<file path="src/rtl/shift_reg_universal_seq_pkg.sv">
// ----------------------------------------------------------------------------
// shift_reg_pkg
// Shared types for the command-driven universal shift register:
//   shift_op_t    - 3-bit operation code carried on cmd_op
//   shift_state_t - two-state sequencer encoding (IDLE / RUN)
//   is_single_cycle() - classifies ops that complete at the accept edge
// ----------------------------------------------------------------------------
package shift_reg_pkg;

    typedef enum logic [2:0] {
        OP_NOP  = 3'b000,
        OP_LOAD = 3'b001,
        OP_SHR  = 3'b010,
        OP_SHL  = 3'b011,
        OP_ROR  = 3'b100,
        OP_ROL  = 3'b101,
        OP_ASR  = 3'b110,
        OP_CLR  = 3'b111
    } shift_op_t;

    typedef enum logic {
        ST_IDLE = 1'b0,
        ST_RUN  = 1'b1
    } shift_state_t;

    // NOP, LOAD and CLR update the register at the accept edge and ignore count.
    function automatic logic is_single_cycle(input shift_op_t op);
        logic res;
        case (op)
            OP_NOP, OP_LOAD, OP_CLR: res = 1'b1;
            default:                 res = 1'b0;
        endcase
        return res;
    endfunction

endpackage

</file>
<file path="src/rtl/shift_reg_universal_seq_step.sv">
// ----------------------------------------------------------------------------
// shift_reg_step
// Purely combinational next-value function for one register update.
// Shift/rotate ops produce a single-bit step; LOAD/CLR/NOP produce the
// single-cycle result so the top needs only one next-value source.
// Ports:
//   op          - operation to apply
//   p           - current register value
//   s_left_din  - serial bit entering bit 0 on SHL
//   s_right_din - serial bit entering bit WIDTH-1 on SHR
//   cmd_data    - parallel value for LOAD
//   nxt         - resulting register value
// ----------------------------------------------------------------------------
module shift_reg_step
    import shift_reg_pkg::*;
#(
    parameter int WIDTH = 8
) (
    input  shift_op_t          op,
    input  logic [WIDTH-1:0]   p,
    input  logic               s_left_din,
    input  logic               s_right_din,
    input  logic [WIDTH-1:0]   cmd_data,
    output logic [WIDTH-1:0]   nxt
);

    // One-step next-value selection by operation code.
    always_comb begin
        nxt = p;
        case (op)
            OP_NOP:  nxt = p;
            OP_LOAD: nxt = cmd_data;
            OP_SHR:  nxt = {s_right_din, p[WIDTH-1:1]};
            OP_SHL:  nxt = {p[WIDTH-2:0], s_left_din};
            OP_ROR:  nxt = {p[0], p[WIDTH-1:1]};
            OP_ROL:  nxt = {p[WIDTH-2:0], p[WIDTH-1]};
            OP_ASR:  nxt = {p[WIDTH-1], p[WIDTH-1:1]};
            OP_CLR:  nxt = {WIDTH{1'b0}};
            default: nxt = p;
        endcase
    end

endmodule

</file>
<file path="src/rtl/shift_reg_universal_seq.sv">
// ----------------------------------------------------------------------------
// shift_reg_universal_seq
// Command-driven universal shift register. A command accepted on the
// valid/ready port either updates the register at once (NOP/LOAD/CLR, or a
// shift/rotate with count 0) or runs count single-bit steps, one per clock,
// in the RUN state. done pulses for one cycle after completion; abort ends
// a running command early without done.
// Ports:
//   clk, rst_n      - clock (rising edge), asynchronous active-low reset
//   cmd_valid/ready - command handshake; ready is high only in IDLE
//   cmd_op          - operation code (shift_op_t encoding)
//   cmd_count       - number of steps for shift/rotate ops
//   cmd_data        - LOAD value
//   abort           - stops a running command (ignored in IDLE)
//   s_left_din      - serial input for SHL
//   s_right_din     - serial input for SHR
//   p_dout          - register contents
//   s_left_dout     - p_dout[0]
//   s_right_dout    - p_dout[WIDTH-1]
//   busy            - high while in RUN
//   done            - one-cycle completion pulse
// ----------------------------------------------------------------------------
module shift_reg_universal_seq
    import shift_reg_pkg::*;
#(
    parameter int WIDTH = 8,
    parameter int CNT_W = 5
) (
    input  logic               clk,
    input  logic               rst_n,
    input  logic               cmd_valid,
    output logic               cmd_ready,
    input  logic [2:0]         cmd_op,
    input  logic [CNT_W-1:0]   cmd_count,
    input  logic [WIDTH-1:0]   cmd_data,
    input  logic               abort,
    input  logic               s_left_din,
    input  logic               s_right_din,
    output logic [WIDTH-1:0]   p_dout,
    output logic               s_left_dout,
    output logic               s_right_dout,
    output logic               busy,
    output logic               done
);

    shift_state_t       state_r;
    shift_op_t          op_r;
    logic [CNT_W-1:0]   rem_r;
    logic [WIDTH-1:0]   p_r;
    logic               done_r;

    shift_op_t          cmd_op_s;
    shift_op_t          step_op_s;
    logic [WIDTH-1:0]   step_nxt_s;
    logic               cmd_ready_s;

    assign cmd_op_s    = shift_op_t'(cmd_op);
    assign cmd_ready_s = (state_r == ST_IDLE);

    // In IDLE the step unit serves the incoming command; in RUN the captured op.
    always_comb begin
        step_op_s = op_r;
        if (state_r == ST_IDLE) begin
            step_op_s = cmd_op_s;
        end else begin
            step_op_s = op_r;
        end
    end

    shift_reg_step #(
        .WIDTH (WIDTH)
    ) u_step (
        .op          (step_op_s),
        .p           (p_r),
        .s_left_din  (s_left_din),
        .s_right_din (s_right_din),
        .cmd_data    (cmd_data),
        .nxt         (step_nxt_s)
    );

    // Sequencer, capture registers, data register and done pulse.
    always_ff @(posedge clk or negedge rst_n) begin
        if (!rst_n) begin
            state_r <= ST_IDLE;
            op_r    <= OP_NOP;
            rem_r   <= {CNT_W{1'b0}};
            p_r     <= {WIDTH{1'b0}};
            done_r  <= 1'b0;
        end else begin
            case (state_r)
                ST_IDLE: begin
                    done_r <= 1'b0;
                    if (cmd_valid && cmd_ready_s) begin
                        if (is_single_cycle(cmd_op_s)) begin
                            p_r    <= step_nxt_s;
                            done_r <= 1'b1;
                        end else if (cmd_count == {CNT_W{1'b0}}) begin
                            // Zero-step shift/rotate completes at acceptance.
                            done_r <= 1'b1;
                        end else begin
                            // No step at the accept edge; steps start next edge.
                            op_r    <= cmd_op_s;
                            rem_r   <= cmd_count;
                            state_r <= ST_RUN;
                        end
                    end
                end
                ST_RUN: begin
                    if (abort) begin
                        // Steps already applied are kept; no done on abort.
                        rem_r   <= {CNT_W{1'b0}};
                        state_r <= ST_IDLE;
                        done_r  <= 1'b0;
                    end else begin
                        p_r   <= step_nxt_s;
                        rem_r <= rem_r - {{(CNT_W-1){1'b0}}, 1'b1};
                        if (rem_r == {{(CNT_W-1){1'b0}}, 1'b1}) begin
                            state_r <= ST_IDLE;
                            done_r  <= 1'b1;
                        end else begin
                            done_r  <= 1'b0;
                        end
                    end
                end
                default: begin
                    state_r <= ST_IDLE;
                    rem_r   <= {CNT_W{1'b0}};
                    done_r  <= 1'b0;
                end
            endcase
        end
    end

    assign cmd_ready    = cmd_ready_s;
    assign busy         = (state_r == ST_RUN);
    assign done         = done_r;
    assign p_dout       = p_r;
    assign s_left_dout  = p_r[0];
    assign s_right_dout = p_r[WIDTH-1];

endmodule

</file>
<file path="config.mk">
export PLATFORM = sky130hd
export DESIGN_NAME = shift_reg_universal_seq
export DESIGN_NICKNAME = d
export VERILOG_FILES = /design/src/rtl/shift_reg_universal_seq_pkg.sv /design/src/rtl/shift_reg_universal_seq_step.sv /design/src/rtl/shift_reg_universal_seq.sv
export SDC_FILE = /design/constraint.sdc
export NUM_CORES = 1
export LEC_CHECK = 0
export CORE_AREA = 2 2 45 68
export CTS_BUF_LIST = sky130_fd_sc_hd__clkbuf_4 sky130_fd_sc_hd__clkbuf_8
export DETAILED_ROUTE_END_ITERATION = 12
export DIE_AREA = 0 0 47 70
export PLACE_DENSITY_LB_ADDON = 0.2
export SETUP_SLACK_MARGIN = 0.02
export SLEW_MARGIN = 20
export SYNTH_ARGS = -nofsm -noshare
export SYNTH_HDL_FRONTEND = slang
export SYNTH_SLANG_ARGS = --single-unit
</file>
<file path="constraint.sdc">
create_clock -name clk -period 2.6 [get_ports clk]
set_clock_uncertainty 0.1 [all_clocks]
set_input_delay 0.78 -clock clk [delete_from_list [all_inputs] [get_ports clk]]
set_output_delay 0.78 -clock clk [all_outputs]
set_load 0.005 [all_outputs]
</file>
==> results.py, run 1 <==
metrics = {
    "final_layout": {
        "nFillCells": 243,
        "nets": 209,
        "drive_above_1_share": 0.174,
        "area_delta_synth_final_pct": 37.7,
        "antenna_cells": 0,
        "instances_no_fill": 223,
    },
    "sta": {
        "slew_headroom": 0.656,
        "maxSlewViolCount": 0,
        "final-setup-viol-count": 0,
        "final_hold_viol_count": 0,
        "tightest_slew_ns": 0.516,
        "setup_ws_ns": 0.121,
        "fin_crit_ns": 2.48,
        "max_freq_mhz": 403,
        "tns_ns": 0,
        "period_share": 0.953,
        "grt_setup_unrepaired": "false",
    },
    "worst_setup_path": {
        "worstSetupEndpointType": "flip-flop",
        "slowest_delay_ns": 0.43,
        "start_kind": "input pin",
        "arrival_ns": 2.52,
        "rr_startpoint": "busy",
        "crit_start": "cmd_op[1]",
        "rrSetupSlack_ns": 0.43,
        "r2r-end": "p_dout[6]",
        "path_max_fanout": 7,
        "worstPathCellList": "clkdlybuf4s50_1, buf_4, or2_1, a21oi_1, o22ai_4, mux2_4",
        "critPathSlowestCell": "clkdlybuf4s50_1",
        "cp-endpoint": "p_dout[6]",
        "reg2reg_depth": 4,
        "crit_type": "in -> reg",
        "cp_data_required_time_ns": 2.64,
    },
    "clock_network": {
        "cts_buffers": 3,
        "cts_tree": "built",
        "clockBufferDepth": 2,
        "cts_resized": 0,
        "clk_latency_ns": 0.25,
        "holdBufCountCts": 0,
        "clock_sinks": 18,
        "cts_root_buffer": "clkbuf_8",
        "post_cts_buffers": 0,
        "path_clk_slew_ns": 0.07,
        "h-tree-depth": 1,
    },
    "power_and_ir_drop": {
        "clkPwrFrac": 0.156,
        "pwr-share-seq": 0.358,
        "ir_worst_vdd_mv": 0.469,
        "cellLeakagePower_nw": 0.755,
        "p_per_area_nw_per_um2": 824,
        "p_sw_frac": 0.348,
        "switchingPower_mw": 0.518,
        "p_int_mw": 0.972,
        "combPwrFrac": 0.486,
    },
    "route": {
        "postRouteAntennaNets": 0,
        "wl_per_cell_microns": 15.2,
        "vias": 1272,
        "drcViolationCount": 0,
        "drt_iter0_drc": 19,
        "firstDrtPassIters": 4,
        "wirelength_mm": 3.39,
        "via_per_inst": 5.70,
    },
    "logic_synthesis": {
        "yosysTopAreaCell": "dfrtp_1",
        "ys_warn_count": 0,
        "syn_nets": 164,
        "netlist_area_sq_um": 1310,
        "synth_flop_cell": "dfrtp_1",
        "synth_area_leaders": "dfrtp_1 34%, mux2_4 6.9%, a21oi_1 6.5%",
        "yosysMostFrequentCell": "dfrtp_1",
        "avgSynthCellArea_sq_um": 9.38,
        "synth-seq-cells": 18,
        "ys_seq_area_frac": 0.343,
        "syn-instance-count": 140,
        "synth_cell_types": 46,
        "async_flop_share": 1.00,
        "synth_edf_count": 0,
        "synth_common_cells": "18 x dfrtp_1, 17 x a21oi_1, 7 x nand2_1, 7 x nand4_1, 7 x nor2_1",
        "synth_top_area_share": 0.343,
    },
    "placement": {
        "routabilityCongestion": 0.823,
        "post-place-ws_ns": -0.121,
        "dp_hpwl_mm": 2.62,
        "io_buffers": 34,
        "dp_cells": 219,
    },
    "global_route": {
        "groute.usage.overall": 0.229,
        "antenna_found_initial": 0,
        "grt_start_max_net_pins": 19,
        "grt_overflow_total": 0,
        "grt_pass1_vias": 1315,
        "grt_pass1_wl_mm": 5.66,
    },
    "outcome": {
        "status": "complete, no violations",
    },
    "floorplanning": {
        "die_h_microns": 70,
        "start_util": 0.476,
        "core_area_sq_um": 2760,
        "dieWidth_microns": 47,
        "die_area_sq_um": 3290,
        "rows": 24,
        "boundaryPins": 35,
    },
    "hold_path": {
        "hold_class": "reg -> reg",
        "whs_path_depth": 2,
    },
    "flow_run": {
        "drv_cap": 0,
    },
}
per-stage QoR:
stage	cell area, sq um	hold WS [ns]	power, mW	util
2_1_floorplan	1310	0.384	0.952	-
3_3_place_gp	1750	0.452	1.24	0.635
3_5_place_dp	1750	0.458	1.26	0.635
4_1_cts	1810	0.467	1.50	0.655
5_1_grt	1810	0.498	1.60	0.655
6_report	1810	0.468	1.49	0.655
worst max-delay path: cells and delay by family:
kind	cells	cell delay [ns]
AND/OR/NAND/NOR	1	0.26
buffers and inverters	2	0.60
AO/OA/AOI/OAI	2	0.54
multiplexers	1	0.33
cell type report:
class,instances,area [sq um],share of cell area
Multi-Input combinational cell,109,787,0.435
Timing Repair Buffer,49,453,0.250
Sequential cell,18,450,0.249
Clock buffer,4,55.1,0.0304
Tap cell,39,48.8,0.0270
Inverter,4,15.0,0.00830
power groups by stage:
stage	Clock, mW	Sequential [mW]	Combinational (mW)
6_report	0.232	0.534	0.724
5_1_grt	0.251	0.552	0.799
4_1_cts	0.234	0.532	0.729
3_5_place_dp	0	0.537	0.726
3_3_place_gp	0	0.534	0.709
2_1_floorplan	0	0.497	0.454
layout by cell type (no fill, tap or decap), types with 2 or more instances in the layout:
cell type / instances
a31oi_1: 6
o22ai_1: 2
nand3b_1: 2
clkbuf_8: 4
o211ai_1: 3
mux2_4: 6
ha_1: 2
nand3_1: 5
nand2b_1: 2
buf_4: 15
nand4_1: 7
o21a_1: 2
nand2_1: 7
a21oi_1: 17
clkdlybuf4s50_1: 34
dfrtp_1: 18
o21bai_1: 2
inv_1: 3
xnor2_1: 5
mux2_1: 5
mux2i_1: 4
nor2_1: 7
o21ai_1: 4
metal layers:
| layer | vias to the layer above | global-route usage | share of wire |
|---|---|---|---|
| met2 | 50 | 0.390 | 0.54 |
| met5 | - | 0 | 0 |
| li1 | 612 | - | - |
| met3 | 14 | 0.0310 | 0.045 |
| met1 | 596 | 0.271 | 0.39 |
| met4 | 0 | 0.0957 | 0.028 |
sequential cells by signal, indices dropped and copies added, names as in the netlist:
| name | cells |
|---|---|
| p_dout | 8 |
| rem_r | 5 |
| op_r | 3 |
| busy | 1 |
| done | 1 |
cell families (layout without fill, tap and decap cells):
logic type	count (synthesis)	after routing	synth area share
adders and majority gates	2	2	0.0190
AOI/OAI and AO/OA	43	43	0.212
buffers and inverters	13	57	0.0581
and+or+nand+nor	44	44	0.192
xor gates and xnor gates	5	5	0.0333
DFF	18	18	0.343
muxes	15	15	0.142
worst min path at each step:
stage | from | to | slack, ns
floorplan | rst_n | busy | 0.38
CTS | rem_r[1] | rem_r[1] | 0.47
global placement | rem_r[1] | rem_r[1] | 0.45
finish | rem_r[1] | rem_r[1] | 0.47
detailed placement | rem_r[1] | rem_r[1] | 0.46
global route | p_dout[5] | p_dout[5] | 0.50
(Power assumes the default switching activity.)
==> inputs of run 2 (changes only) <==
GPL_TIMING_DRIVEN = 0   (was default)
==> run 2 against run 1 <==
  * Die area stayed put
  * Clock power fell by 3%
  * First-iteration DRC count is 63% higher
  * Final cell count is 3.6% lower
  * Hold slack is essentially flat
  * Sequential power shrank 3%
  * Global-route usage fell by 1.5 points
  * Via count down 2.0%
  * Cell area is 3.9% lower
  * Core utilization shrank 2.6 points
==> results.py, run 2 (synthesis gave the netlist of run 1 again) <==
metrics = {
    "clock_network": {
        "cts_resized": 0,
        "cts_root_buffer": "clkbuf_8",
        "holdBufCountCts": 0,
        "clk_latency_ns": 0.25,
        "cts_tree": "built",
        "path_clk_slew_ns": 0.07,
        "cts_buffers": 3,
        "h-tree-depth": 1,
        "clockBufferDepth": 2,
        "post_cts_buffers": 0,
        "clock_sinks": 18,
    },
    "final_layout": {
        "antenna_cells": 0,
        "instances_no_fill": 215,
        "layout_common_cells": "32 x clkdlybuf4s50_1, 18 x dfrtp_1, 17 x a21oi_1",
        "drive_above_1_share": 0.142,
        "multi_input_comb_area_sq_um": 787,
        "area_delta_synth_final_pct": 32.3,
        "nFillCells": 259,
        "stdcell_area_sq_um": 1740,
        "regArea_sq_um": 450,
        "final_common_cell": "clkdlybuf4s50_1",
        "nets": 201,
        "largest_reg_flops": 8,
    },
    "route": {
        "vias": 1247,
        "wirelength_mm": 3.25,
        "drcViolationCount": 0,
        "via_per_inst": 5.80,
        "postRouteAntennaNets": 0,
        "wl_per_cell_microns": 15.1,
        "firstDrtPassIters": 4,
        "drt_iter0_drc": 31,
    },
    "hold_path": {
        "hold_class": "reg -> reg",
    },
    "outcome": {
        "status": "complete, no violations",
    },
    "global_route": {
        "grt_pass1_vias": 1209,
        "groute.usage.overall": 0.214,
        "antenna_found_initial": 0,
        "grt_pass1_wl_mm": 5.28,
        "grt_start_max_net_pins": 19,
        "grt_overflow_total": 0,
    },
    "worst_setup_path": {
        "path_buf_inv": 1,
        "cp_data_required_time_ns": 2.63,
        "path_max_fanout": 7,
        "worstSetupEndpointType": "flip-flop",
        "slowest_delay_ns": 0.53,
        "crit_family": "simple AND/OR/NAND/NOR gates",
        "critPathSlowestCell": "or4_1",
        "worstPathCellList": "clkdlybuf4s50_1, or4_1, nor2_2, nor3_2, mux2_1",
        "arrival_ns": 2.49,
        "start_kind": "input pin",
        "crit_type": "in -> reg",
    },
    "power_and_ir_drop": {
        "ir_worst_vdd_mv": 0.497,
        "pwr-share-seq": 0.351,
        "p_sw_frac": 0.343,
        "p_int_mw": 0.972,
        "cellLeakagePower_nw": 0.714,
        "clkPwrFrac": 0.153,
        "p_per_area_nw_per_um2": 851,
        "switchingPower_mw": 0.507,
        "combPwrFrac": 0.496,
    },
    "floorplanning": {
        "core_area_sq_um": 2760,
        "die_h_microns": 70,
        "die_area_sq_um": 3290,
        "rows": 24,
        "dieWidth_microns": 47,
        "boundaryPins": 35,
        "start_util": 0.476,
    },
    "sta": {
        "tightest_slew_ns": 0.809,
        "maxSlewViolCount": 0,
        "period_share": 0.944,
        "slew_headroom": 0.459,
        "fin_crit_ns": 2.46,
        "final_hold_viol_count": 0,
        "final-setup-viol-count": 0,
        "grt_setup_unrepaired": "false",
        "max_freq_mhz": 407,
    },
    "placement": {
        "dp_cells": 211,
        "dpl_cell_area_sq_um": 1680,
        "io_buffers": 32,
        "routabilityCongestion": 0.858,
        "dp_hpwl_mm": 2.51,
    },
    "flow_run": {
        "drv_cap": 0,
    },
}
run 2: cell types whose count changed in the layout (fill, tap and decap cells not counted):
| cell | previous run | this run |
|---|---|---|
| buf_2 | 0 | 4 |
| buf_4 | 15 | 2 |
| buf_6 | 0 | 2 |
| clkbuf_1 | 0 | 1 |
| clkdlybuf4s50_1 | 34 | 32 |
run 2: layout make-up:
| type | count | area share |
|---|---|---|
| clock buffers | 4 | 0.0317 |
| plain buffers | 9 | 0.0353 |
| multi-input cells | 109 | 0.453 |
| inverters | 4 | 0.00864 |
| flip-flops and latches | 18 | 0.259 |
| well taps | 39 | 0.0281 |
| repair buffers | 32 | 0.184 |
run 2: per-layer routing:
metal | GRT usage | share of wire | vias up
li1 | - | - | 592
met1 | 0.233 | 0.38 | 607
met2 | 0.393 | 0.55 | 40
met3 | 0.0284 | 0.041 | 8
met4 | 0.0710 | 0.023 | 0
met5 | 0 | 0 | -
run 2: worst register-to-register path, stage by stage (launching register included):
cell and delay, ns:
dfrtp_1 0.46, or3b_1 0.42, and2_4 0.17, buf_6 0.13, o22ai_4 0.35, mux2_4 0.34
run 2: final timing paths:
path,slack [ns],cells past startpoint,start,to
min in group asynchronous,0.90,1,rst_n,p_dout[2]
max in group asynchronous,1.00,1,rst_n,op_r[1]
max reg2reg,0.53,5,op_r[1],p_dout[6]
min reg2reg,0.47,2,rem_r[1],rem_r[1]
min,0.47,2,rem_r[1],rem_r[1]
max,0.14,5,cmd_count[2],op_r[1]
run 2: power by group through the flow:
stage / Clock [mW] / Sequential [mW] / Combinational [mW]
after global placement: 0 / 0.520 / 0.723
final: 0.226 / 0.519 / 0.733
after CTS: 0.234 / 0.520 / 0.738
after detailed placement: 0 / 0.525 / 0.734
after global routing: 0.244 / 0.538 / 0.804
after floorplan: 0 / 0.497 / 0.454
run 2: stage by stage:
| step | TNS (ns) | total power [mW] | worst slack (ns) | util | hold slack (ns) |
|---|---|---|---|---|---|
| floorplan | 0 | 0.952 | 0.249 | - | 0.384 |
| global placement | -0.812 | 1.24 | -0.0929 | 0.609 | 0.452 |
| detailed placement | -1.04 | 1.26 | -0.114 | 0.609 | 0.457 |
| CTS | 0 | 1.49 | 0.152 | 0.629 | 0.468 |
| global route | 0 | 1.59 | 0.0578 | 0.629 | 0.494 |
| finish | 0 | 1.48 | 0.145 | 0.629 | 0.468 |
